File: src/rtl/multicycle_ctrl.sv
// Multi-cycle control sequencer for the MIPS-subset datapath.
// Splits each instruction into FETCH / DECODE / EXEC / WB steps. It drives the
// datapath enables and selects, handshakes with instruction memory and counts
// retired instructions.
module multicycle_ctrl #(
    parameter int CNT_W = 16
) (
    input  logic             clk_i,
    input  logic             rst_i,
    input  logic             run_i,
    input  logic [5:0]       instr_op_i,
    input  logic [5:0]       funct_i,
    input  logic             alu_zero_i,
    input  logic             imem_ack_i,
    output logic             imem_req_o,
    output logic             ir_write_o,
    output logic             pc_write_o,
    output logic             pc_src_o,
    output logic [1:0]       alu_src_a_o,
    output logic [1:0]       alu_src_b_o,
    output logic [2:0]       alu_op_o,
    output logic             reg_dst_o,
    output logic             reg_write_o,
    output logic             illegal_o,
    output logic [2:0]       state_o,
    output logic [CNT_W-1:0] instr_cnt_o
);

    typedef enum logic [2:0] {
        S_FETCH  = 3'd0,
        S_DECODE = 3'd1,
        S_EXEC_R = 3'd2,
        S_EXEC_I = 3'd3,
        S_BRANCH = 3'd4,
        S_WB_R   = 3'd5,
        S_WB_I   = 3'd6
    } state_t;

    localparam logic [5:0] OP_R    = 6'b000000;
    localparam logic [5:0] OP_ADDI = 6'b001000;
    localparam logic [5:0] OP_SLTI = 6'b001010;
    localparam logic [5:0] OP_BEQ  = 6'b000100;
    localparam logic [5:0] OP_BNE  = 6'b000101;
    localparam logic [5:0] FN_SRA  = 6'b000011;

    state_t           state_reg;
    state_t           state_next;
    logic [CNT_W-1:0] cnt_reg;
    logic             retire;

    // IR is stable from DECODE until the next fetch, so decode it directly.
    logic is_r, is_addi, is_slti, is_beq, is_bne, is_sra;
    assign is_r    = (instr_op_i == OP_R);
    assign is_addi = (instr_op_i == OP_ADDI);
    assign is_slti = (instr_op_i == OP_SLTI);
    assign is_beq  = (instr_op_i == OP_BEQ);
    assign is_bne  = (instr_op_i == OP_BNE);
    assign is_sra  = (funct_i == FN_SRA);

    // State register; reset aborts any instruction in flight.
    always_ff @(posedge clk_i or negedge rst_i) begin
        if (!rst_i) begin
            state_reg <= S_FETCH;
        end else begin
            state_reg <= state_next;
        end
    end

    // Retired-instruction counter, wraps silently.
    always_ff @(posedge clk_i or negedge rst_i) begin
        if (!rst_i) begin
            cnt_reg <= '0;
        end else if (retire) begin
            cnt_reg <= cnt_reg + CNT_W'(1);
        end
    end

    // Next-state and control decode; all outputs forced low while reset is held.
    always_comb begin
        state_next  = state_reg;
        retire      = 1'b0;
        imem_req_o  = 1'b0;
        ir_write_o  = 1'b0;
        pc_write_o  = 1'b0;
        pc_src_o    = 1'b0;
        alu_src_a_o = 2'b00;
        alu_src_b_o = 2'b00;
        alu_op_o    = 3'b000;
        reg_dst_o   = 1'b0;
        reg_write_o = 1'b0;
        illegal_o   = 1'b0;

        case (state_reg)
            S_FETCH: begin
                imem_req_o = run_i;
                if (run_i && imem_ack_i) begin
                    // PC <= PC + 4 while the IR loads.
                    ir_write_o  = 1'b1;
                    pc_write_o  = 1'b1;
                    alu_src_b_o = 2'b01;
                    state_next  = S_DECODE;
                end
            end
            S_DECODE: begin
                // Branch target PC + (imm<<2) is computed here into ALUOut.
                alu_src_b_o = 2'b11;
                if (is_r) begin
                    state_next = S_EXEC_R;
                end else if (is_addi || is_slti) begin
                    state_next = S_EXEC_I;
                end else if (is_beq || is_bne) begin
                    state_next = S_BRANCH;
                end else begin
                    illegal_o  = 1'b1;
                    retire     = 1'b1;
                    state_next = S_FETCH;
                end
            end
            S_EXEC_R, S_WB_R: begin
                alu_src_a_o = is_sra ? 2'b10 : 2'b01;
                alu_op_o    = 3'b010;
                if (state_reg == S_WB_R) begin
                    reg_write_o = 1'b1;
                    reg_dst_o   = 1'b1;
                    retire      = 1'b1;
                    state_next  = S_FETCH;
                end else begin
                    state_next  = S_WB_R;
                end
            end
            S_EXEC_I, S_WB_I: begin
                alu_src_a_o = 2'b01;
                alu_src_b_o = 2'b10;
                alu_op_o    = is_slti ? 3'b011 : 3'b000;
                if (state_reg == S_WB_I) begin
                    reg_write_o = 1'b1;
                    retire      = 1'b1;
                    state_next  = S_FETCH;
                end else begin
                    state_next  = S_WB_I;
                end
            end
            S_BRANCH: begin
                // rs - rt sets the zero flag; the decision is taken the same cycle.
                alu_src_a_o = 2'b01;
                alu_op_o    = 3'b001;
                pc_src_o    = 1'b1;
                pc_write_o  = is_bne ? ~alu_zero_i : alu_zero_i;
                retire      = 1'b1;
                state_next  = S_FETCH;
            end
            default: begin
                state_next = S_FETCH;
            end
        endcase

        if (!rst_i) begin
            imem_req_o  = 1'b0;
            ir_write_o  = 1'b0;
            pc_write_o  = 1'b0;
            pc_src_o    = 1'b0;
            alu_src_a_o = 2'b00;
            alu_src_b_o = 2'b00;
            alu_op_o    = 3'b000;
            reg_dst_o   = 1'b0;
            reg_write_o = 1'b0;
            illegal_o   = 1'b0;
        end
    end

    assign state_o     = state_reg;
    assign instr_cnt_o = cnt_reg;

endmodule
File: config.mk
export PLATFORM = sky130hd
export DESIGN_NAME = multicycle_ctrl
export DESIGN_NICKNAME = d
export VERILOG_FILES = /design/src/rtl/multicycle_ctrl.sv
export SDC_FILE = /design/constraint.sdc
export NUM_CORES = 1
export LEC_CHECK = 0
export BUFFER_PORTS_ARGS = -buffer_cell sky130_fd_sc_hd__buf_2
export CAP_MARGIN = 10
export CORE_MARGIN = 5
export CORE_UTILIZATION = 47
export DETAILED_ROUTE_END_ITERATION = 12
export GPL_TIMING_DRIVEN = 0
export PLACE_DENSITY = 0.9
export SYNTH_ARGS = -nofsm -noshare
export SYNTH_HDL_FRONTEND = slang
export SYNTH_SLANG_ARGS = --single-unit
File: constraint.sdc
create_clock -name clk_i -period 2 [get_ports clk_i]
set_clock_uncertainty 0.15 [all_clocks]
set_input_delay 0.1 -clock clk_i [delete_from_list [all_inputs] [get_ports clk_i]]
set_output_delay 0.1 -clock clk_i [all_outputs]
set_load 0.005 [all_outputs]
### Yosys cells after proc, flatten, opt, wreduce, memory -nomap -nowiden

Cells that the tools add are included.

* $add $sub $neg: 1
* bitwise gates (word level): 1
* muxes and demuxes: 38
* eq/ne operators: 12
* reductions and logical operators: 8

Operator list (count)
* 3-bit two-way mux: 7
* 1-bit two-way mux: 20
* 16-bit by 1-bit adder with 16-bit output, second input constant: 1
* 6-bit by 3-bit == test with 1-bit output, second input constant: 2
* 6-bit by 4-bit == test with 1-bit output, second input constant: 2
* 2-bit case mux with 3 select lines: 2
* 3-bit case mux with 4 select lines: 1
* 3-bit == test, second input constant: 3
* 2-bit two-way mux: 4
* 3-bit by 2-bit == test with 1-bit output, second input constant: 2
* 6-bit by 2-bit == test with 1-bit output, second input constant: 1
* 6-bit logical NOT: 1
* 1-bit case mux with 2 select lines: 2
* 1-bit case mux with 4 select lines: 1
* 2-bit case mux with 2 select lines: 1
* 2-bit OR reduction: 2
* 3-bit by 1-bit == test with 1-bit output, second input constant: 1
* 3-bit logical NOT: 1
* 3-bit OR reduction: 1
* 1-bit logical OR: 2
* 2-bit inequality test, second input constant: 1
* 1-bit logical AND: 1
* 1-bit inverter: 1

* input port bits: 17
* output and inout port bits: 33
* word-level logic and storage cells: 62
* bits in registers: 19

### Longest topological paths before layout

Gate-level depths: netlist of the first run.

* word-level depth: 7
* mapped depth: 6

### Worst setup path before layout of the first run

OpenSTA, ideal clock, no wires.

* path kind: register to register
* start: reg state_reg[0] (netlist: state_o[0])
* end: reg cnt_reg[1] (netlist: instr_cnt_o[1])
* setup slack: 357 ps
* library setup time: 125 ps
* period minus slack after synthesis: 1643 ps
* stages on the path, launching flop included: 6
* data arrival time: 1368 ps
* cells stage by stage: dfrtp_1 -> buf_6 -> and2b_1 -> nor2_1 -> nor2_2 -> mux2_4

* word-level cells in the longest chain between the ends: 3
* elaborated cells on any way between the ends: 11
* those cells by class: eq/ne: 6; mux: 3; reduce/logical: 2

RTL lines
* start, declared: RTL line 46 `state_t state_reg;`
* start signal, assigned: RTL line 65 `state_reg <= state_next;`
* 3-bit == test (tied with other cells): RTL line 93, 135
* 1-bit two-way mux (tied with other cells): RTL line 135 `if (state_reg == S_WB_I) begin`
* 1-bit case mux with 4 select lines *: RTL line 93 `case (state_reg)`
* end signal, assigned: RTL line 74 `cnt_reg <= cnt_reg + CNT_W'(1);`
* end, declared: RTL line 48 `logic [CNT_W-1:0] cnt_reg;`

Mark *: on every way between the ends. The rest lies on a longest branch, timed or not.
A chain may end at the register's enable or synchronous reset.

### Worst setup path in the final report of the first run

* start: reg state_reg[2] (netlist: state_o[2])
* end: out pc_write_o

* word-level cells in the longest chain between the ends: 3
* elaborated cells on any way between the ends: 4
* those cells by class: eq/ne: 1; mux: 2; reduce/logical: 1

RTL lines
* 3-bit == test / 3-bit logical NOT (equally long branches): RTL line 93
* 1-bit case mux with 2 select lines *: RTL line 93
* 1-bit two-way mux *: RTL line 157 `if (!rst_i) begin`
* end, declared: RTL line 17 `output logic pc_write_o,`

Marked as above.

==> results.yml, run 1 <==
detailed_routing:
  vias: 1154
  avgRoutedWirePerCell_um: 14.3
  drcViolationCount: 0
  ant_nets: 0
  first_iter_violations: 39
  drtPass1Iterations: 4
  avgViaCountPerCell: 5.50
  drt_wl_total_mm: 3.01
timing:
  worst_slack_ns: 0.0894
  slew_violations: 0
  tightestPinTransition_ns: 0.845
  post-route-min-period_ns: 1.91
  final.setup.tns_ns: 0
  fmax_mhz: 523
  rsz0062_at_grt: "no"
  setup_viol: 0
  hold_viol_final: 0
  max-slew-margin-rel: 0.435
  finalCritPeriodShare: 0.955
synth:
  synthFlopType: "dfrtp_1"
  syn_nets: 143
  synth_cells: 125
  ys_types: 38
  synth.avg_cell_area_um2: 9.68
  yosysSeqAreaShare: 0.393
  synth_edf_count: 0
  ys_ff_latch: 19
  ys_async_sr_fraction: 1.00
  synth_warnings: 0
  syn_area_um2: 1210
placement:
  pre_cts_ws_ns: 0.163
  gp_congestion: 0.921
  hpwl_mm: 2.27
  numPortBuffers: 48
setup_path:
  critPathMaxStageDelay_ns: 0.47
  cp_slowest_cell: "dfrtp_1"
  cp.arrival_ns: 1.66
  endpoint_kind: "output port"
  cp_cell_sequence: "clkbuf_2 -> nor2b_1 -> and3_1 -> a22o_1 -> buf_2"
  timing.rr.start: "state_o[0]"
  setup.worst_path.class: "flip-flop to output port"
  crit_required_ns: 1.75
  r2r_cells: 5
  critical_path.startpoint: "state_o[2]"
  cp-start-kind: "flip-flop"
  r2r_slack_ns: 0.14
  r2r_end: "instr_cnt_o[15]"
  crit_fanout: 10
grt:
  grt_pass1_wl_mm: 4.93
  grt_max_degree: 20
  overflow: 0
  grt_pass1_vias: 1137
  antenna_found_initial: 0
  grt_util_all_layers: 0.176
min_path:
  min_path_cells: 4
  min_from: "instr_op_i[0]"
  min_to: "state_o[1]"
  min_path_type: "input pin to flip-flop"
layout:
  final_cell_mix: "49 x buf_2, 19 x dfrtp_1, 15 x xor2_1"
  fillers: 213
  antenna_cells: 0
  multi_input_area_um2: 684
  syn2layout_area_growth_pct: 28.3
  layout_commonest_cell: "buf_2"
  nets: 199
  ff_latch_area_um2: 475
  drive_above_1_share: 0.372
floorplanning:
  die_area_um2: 3690
  start_util: 0.488
  placementRows: 18
  die_w_um: 60.7
  die-height_um: 60.7
  io_pins: 50
  coreArea_um2: 2480
run_status:
  status: "completed"
clocking:
  clockBufferDepth: 2
  clock_sinks: 19
  clk_pin_slew_ns: 0.10
  cts_tree: "done"
  insertion_delay_ns: 0.30
  cts_buffers: 3
  htreeDepth: 1
  cts_setup_buffers: 0
  root_buffer: "clkbuf_4"
power:
  powerDensity_nw_per_um2: 708
  p_leak_nw: 0.757
  ir_drop_v: 0.000711
run:
  cap_viol_max_count: 0
critical path: cells and delay by family, from the launching register on:
kind            cells  cell delay (ns)
compound gates      1             0.22
flops               1             0.47
simple gates        2             0.30
buf+inv             2             0.37
cell type report:
class	instances	share of cell area
Timing Repair Buffer	51	0.174
Inverter	3	0.00725
Sequential cell	19	0.306
Multi-Input combinational cell	97	0.441
Clock buffer	4	0.0169
Buffer	6	0.0306
Tap cell	30	0.0242
through the flow:
| step | hold slack [ns] | util | power [mW] | area (um2) | cells |
|---|---|---|---|---|---|
| floorplan | -0.346 | - | 0.749 | 1210 | 125 |
| CTS | 0.00734 | 0.625 | 1.11 | 1550 | 210 |
| global route | 0.00787 | 0.627 | 1.18 | 1550 | 210 |
| finish | 0.00868 | 0.627 | 1.10 | 1550 | 210 |
| detailed placement | -0.0528 | 0.601 | 0.909 | 1490 | 203 |
| global placement | -0.0641 | 0.601 | 0.895 | 1490 | 203 |
cell families (layout without fill, tap and decap cells):
| group | Yosys count | after routing | synth area share |
|---|---|---|---|
| AO/OA/AOI/OAI | 16 | 16 | 0.107 |
| XOR/XNOR | 16 | 16 | 0.116 |
| adder cells (fa/ha/maj) | 1 | 1 | 0.0103 |
| buffers and inverters | 9 | 64 | 0.0455 |
| flip-flops | 19 | 19 | 0.393 |
| multiplexers | 2 | 2 | 0.0248 |
| other | 1 | 1 | 0.00310 |
| AND/OR/NAND/NOR | 61 | 61 | 0.301 |
state kept, by name, indices dropped and copies added (netlist names):
name and flops:
instr_cnt_o 16, state_o 3
worst max-delay path by stage:
stage	endpoint	depth (start not counted)
finish	pc_write_o	5
global route	alu_src_a_o[1]	6
CTS	alu_src_a_o[1]	6
detailed placement	instr_cnt_o[15]	6
global placement	instr_cnt_o[15]	6
floorplan	instr_cnt_o[1]	5
synthesized netlist by cell type, types with 4 or more instances:
cell	n	share of area
nor4_1	4	0.021
nor3_1	7	0.029
xor2_1	15	0.11
nor3b_1	5	0.031
dfrtp_1	19	0.39
and3_1	4	0.021
nand2_1	8	0.025
nor2_1	10	0.031
nor2b_1	4	0.021
a21oi_1	5	0.021
nand3_1	6	0.025
what timing repair did:
action,4_1_cts,5_1_grt
resized for setup,2,2
endpoints found under the hold margin,20,0
endpoints found under the setup margin,2,1
hold buffers,3,0
layer usage:
layer  wire (um)  share of wire  track usage  vias to the layer above
met5           0              0            0                        -
li1            -              -            -                      549
met4          75          0.025       0.0681                        0
met3         321           0.11       0.0234                       12
met2        1330           0.44        0.301                       61
met1        1280           0.43        0.225                      532
where the power goes:
part	switching, mW	internal (mW)
logic	0.164	0.181
registers	0.0951	0.465
clock network	0.116	0.0779
total	0.375	0.724
Note: power is estimated with default switching activity, not from simulation.
==> run 2: changes to the inputs <==
--- a/config.mk
+++ b/config.mk
@@ -5,13 +5,14 @@
 export SDC_FILE = /design/constraint.sdc
 export NUM_CORES = 1
 export LEC_CHECK = 0
+export ABC_AREA = 1
 export BUFFER_PORTS_ARGS = -buffer_cell sky130_fd_sc_hd__buf_2
 export CAP_MARGIN = 10
 export CORE_MARGIN = 5
-export CORE_UTILIZATION = 47
+export CORE_UTILIZATION = 49
 export DETAILED_ROUTE_END_ITERATION = 12
 export GPL_TIMING_DRIVEN = 0
-export PLACE_DENSITY = 0.9
+export PLACE_DENSITY = 0.91
 export SYNTH_ARGS = -nofsm -noshare
 export SYNTH_HDL_FRONTEND = slang
 export SYNTH_SLANG_ARGS = --single-unit
==> results.yml, run 2 <==
timing:
  finalCritPeriodShare: 0.975
  tightestPinTransition_ns: 0.851
  setup_viol: 0
  rsz0062_at_grt: "yes"
  max-slew-margin-rel: 0.431
  fmax_mhz: 513
  whs_ns: 0.0530
  slew_violations: 0
  hold_viol_final: 0
  final.setup.tns_ns: 0
  post-route-min-period_ns: 1.95
synth:
  syn_nets: 218
  synthFlopType: "dfrtp_1"
  synth.area.top_cells: "dfrtp_1 34%, nand2_1 16%, nand4_1 8.9%, nor2_1 8.5%, xnor2_1 5.6%"
  synth.most_common_cell: "nand2_1"
  synth_xor_area_frac: 0.0748
  ys_async_sr_fraction: 1.00
  synth_top_area_cell: "dfrtp_1"
  synth_warnings: 0
  netlist.area_leader.share: 0.338
  syn_area_um2: 1410
  synth-adder-area-share: 0.00890
  synth_compound_area_frac: 0.0383
  yosys.area_share.simple: 0.450
  synth_cells: 200
  yosys-top-cells-count: "61 x nand2_1, 32 x nor2_1, 20 x nand4_1"
  ys_types: 27
  synth_edf_count: 0
  synth_mux_area_frac: 0
  yosysSeqAreaShare: 0.338
  synth_top_family_by_area: "simple AND/OR/NAND/NOR gates"
  ys_ff_latch: 19
  synth.avg_cell_area_um2: 7.03
detailed_routing:
  drcViolationCount: 0
  drtPass1Iterations: 4
  vias: 1524
  avgRoutedWirePerCell_um: 12.5
  first_iter_violations: 52
  avgViaCountPerCell: 5.37
  drt_wl_total_mm: 3.55
  ant_nets: 0
setup_path:
  endpoint_kind: "output port"
  timing.rr.start: "instr_cnt_o[0]"
  r2r_slack_ns: 0.31
  r2r_cells: 8
  cp.arrival_ns: 1.70
  r2r_end: "instr_cnt_o[14]"
  crit_required_ns: 1.75
  cp-start-kind: "flip-flop"
  setup.worst_path.class: "flip-flop to output port"
  crit_fanout: 10
power:
  finalPower_mw: 1.28
  cell_internal_pwr_uw: 739
  seqPwrFrac: 0.414
  switching_share: 0.424
  power.switching_uw: 544
  clkPwrFrac: 0.157
  powerDensity_nw_per_um2: 733
  ir_drop_v: 0.000541
  p_leak_nw: 0.943
  comb_power_share: 0.428
min_path:
  min_path_cells: 4
  min_path_type: "input pin to flip-flop"
  min_from: "instr_op_i[3]"
  min_to: "state_o[2]"
layout:
  largest_register_ffs: 16
  layout_commonest_cell: "nand2_1"
  ff_latch_area_um2: 479
  fillers: 251
  antenna_cells: 0
  multi_input_area_um2: 823
  drive_above_1_share: 0.273
  fin_area_um2: 1750
  nets: 272
  syn2layout_area_growth_pct: 24.7
  final_cell_mix: "61 x nand2_1, 48 x buf_2, 32 x nor2_1"
grt:
  overflow: 0
  use_met2: 0.307
  grt_util_met3: 0.0284
  antenna_found_initial: 0
  grt_util_all_layers: 0.179
  grt_util_met1: 0.221
  grt_max_degree: 20
  grt_pass1_vias: 1430
  grt_pass1_wl_mm: 6.00
  busiest_layer: "met2"
clocking:
  clockBufferDepth: 2
  htreeDepth: 1
  clk_pin_slew_ns: 0.12
  insertion_delay_ns: 0.30
  cts_setup_buffers: 0
  root_buffer: "clkbuf_4"
  cts_buffers: 3
  clock_sinks: 19
  cts_tree: "done"
run_status:
  status: "completed"
floorplanning:
  coreArea_um2: 2760
  placementRows: 19
  die_w_um: 63.6
  io_pins: 50
  start_util: 0.510
  die_area_um2: 4040
  die-height_um: 63.6
run:
  cap_viol_max_count: 0
placement:
  numPortBuffers: 48
  hpwl_mm: 2.71
  dpl_cell_area_um2: 1680
  gp_congestion: 0.871
## run 2: metrics by stage
step / instances / utilization / setup slack (ns)
6_report: 284 / 0.635 / 0.0503
2_1_floorplan: 200 / - / 0.534
4_1_cts: 286 / 0.632 / 0.0170
3_3_place_gp: 279 / 0.611 / 0.354
5_1_grt: 284 / 0.635 / -0.0209
3_5_place_dp: 279 / 0.611 / 0.309
## run 2: cells by family (layout without fill, tap and decap cells)
kind of cell | count (synthesis) | in the layout
buf+inv | 23 | 76
fa+ha+maj | 1 | 1
flops | 19 | 19
xor+xnor | 12 | 12
other cells | 1 | 1
compound gates | 9 | 9
simple gates | 135 | 135
## run 2: how the worst max path moves through the flow
stage                     depth (start not counted)      startpoint              end
final                                             7      state_o[1]   alu_src_a_o[0]
after global routing                              7      state_o[1]   alu_src_a_o[0]
after CTS                                         5      state_o[1]        illegal_o
after detailed placement                          8  instr_cnt_o[0]  instr_cnt_o[14]
after global placement                            7      state_o[1]   alu_src_a_o[0]
after floorplan                                   8  instr_cnt_o[0]  instr_cnt_o[14]
## run 2: timing repair
item	4_1_cts	5_1_grt
cloned	0	0
pin swaps	0	0
endpoints found under the setup margin	1	5
hold endpoints to repair	20	0
gates resized for setup	2	4
hold buffers	3	0
## run 2: routing by layer
layer | vias to the layer above | routed length [um]
met5 | - | 0
met3 | 9 | 261
met1 | 693 | 1460
li1 | 769 | -
met2 | 53 | 1740
met4 | 0 | 85
## run 2: area by class of cell
class,count,area share
clock inverter,1,0.00286
clock buffer,3,0.0129
buffer,4,0.0250
inverter,17,0.0393
sequential,19,0.274
timing repair buffer,51,0.154
tap,31,0.0221
multi-input combinational,158,0.470
## run 2: power by group through the flow
stage	combinational, mW	clock (mW)	sequential (mW)
after global routing	0.615	0.226	0.546
final	0.550	0.202	0.532
after global placement	0.535	0	0.526
after floorplan	0.362	0	0.520
after CTS	0.555	0.208	0.522
after detailed placement	0.547	0	0.530
## run 2: critical path, stage by stage, from the launching register on
cell	delay, ns
dfrtp_2	0.50
inv_1	0.13
nand3_2	0.11
buf_6	0.17
nand2_1	0.12
nand2_1	0.08
a31oi_1	0.14
buf_2	0.14
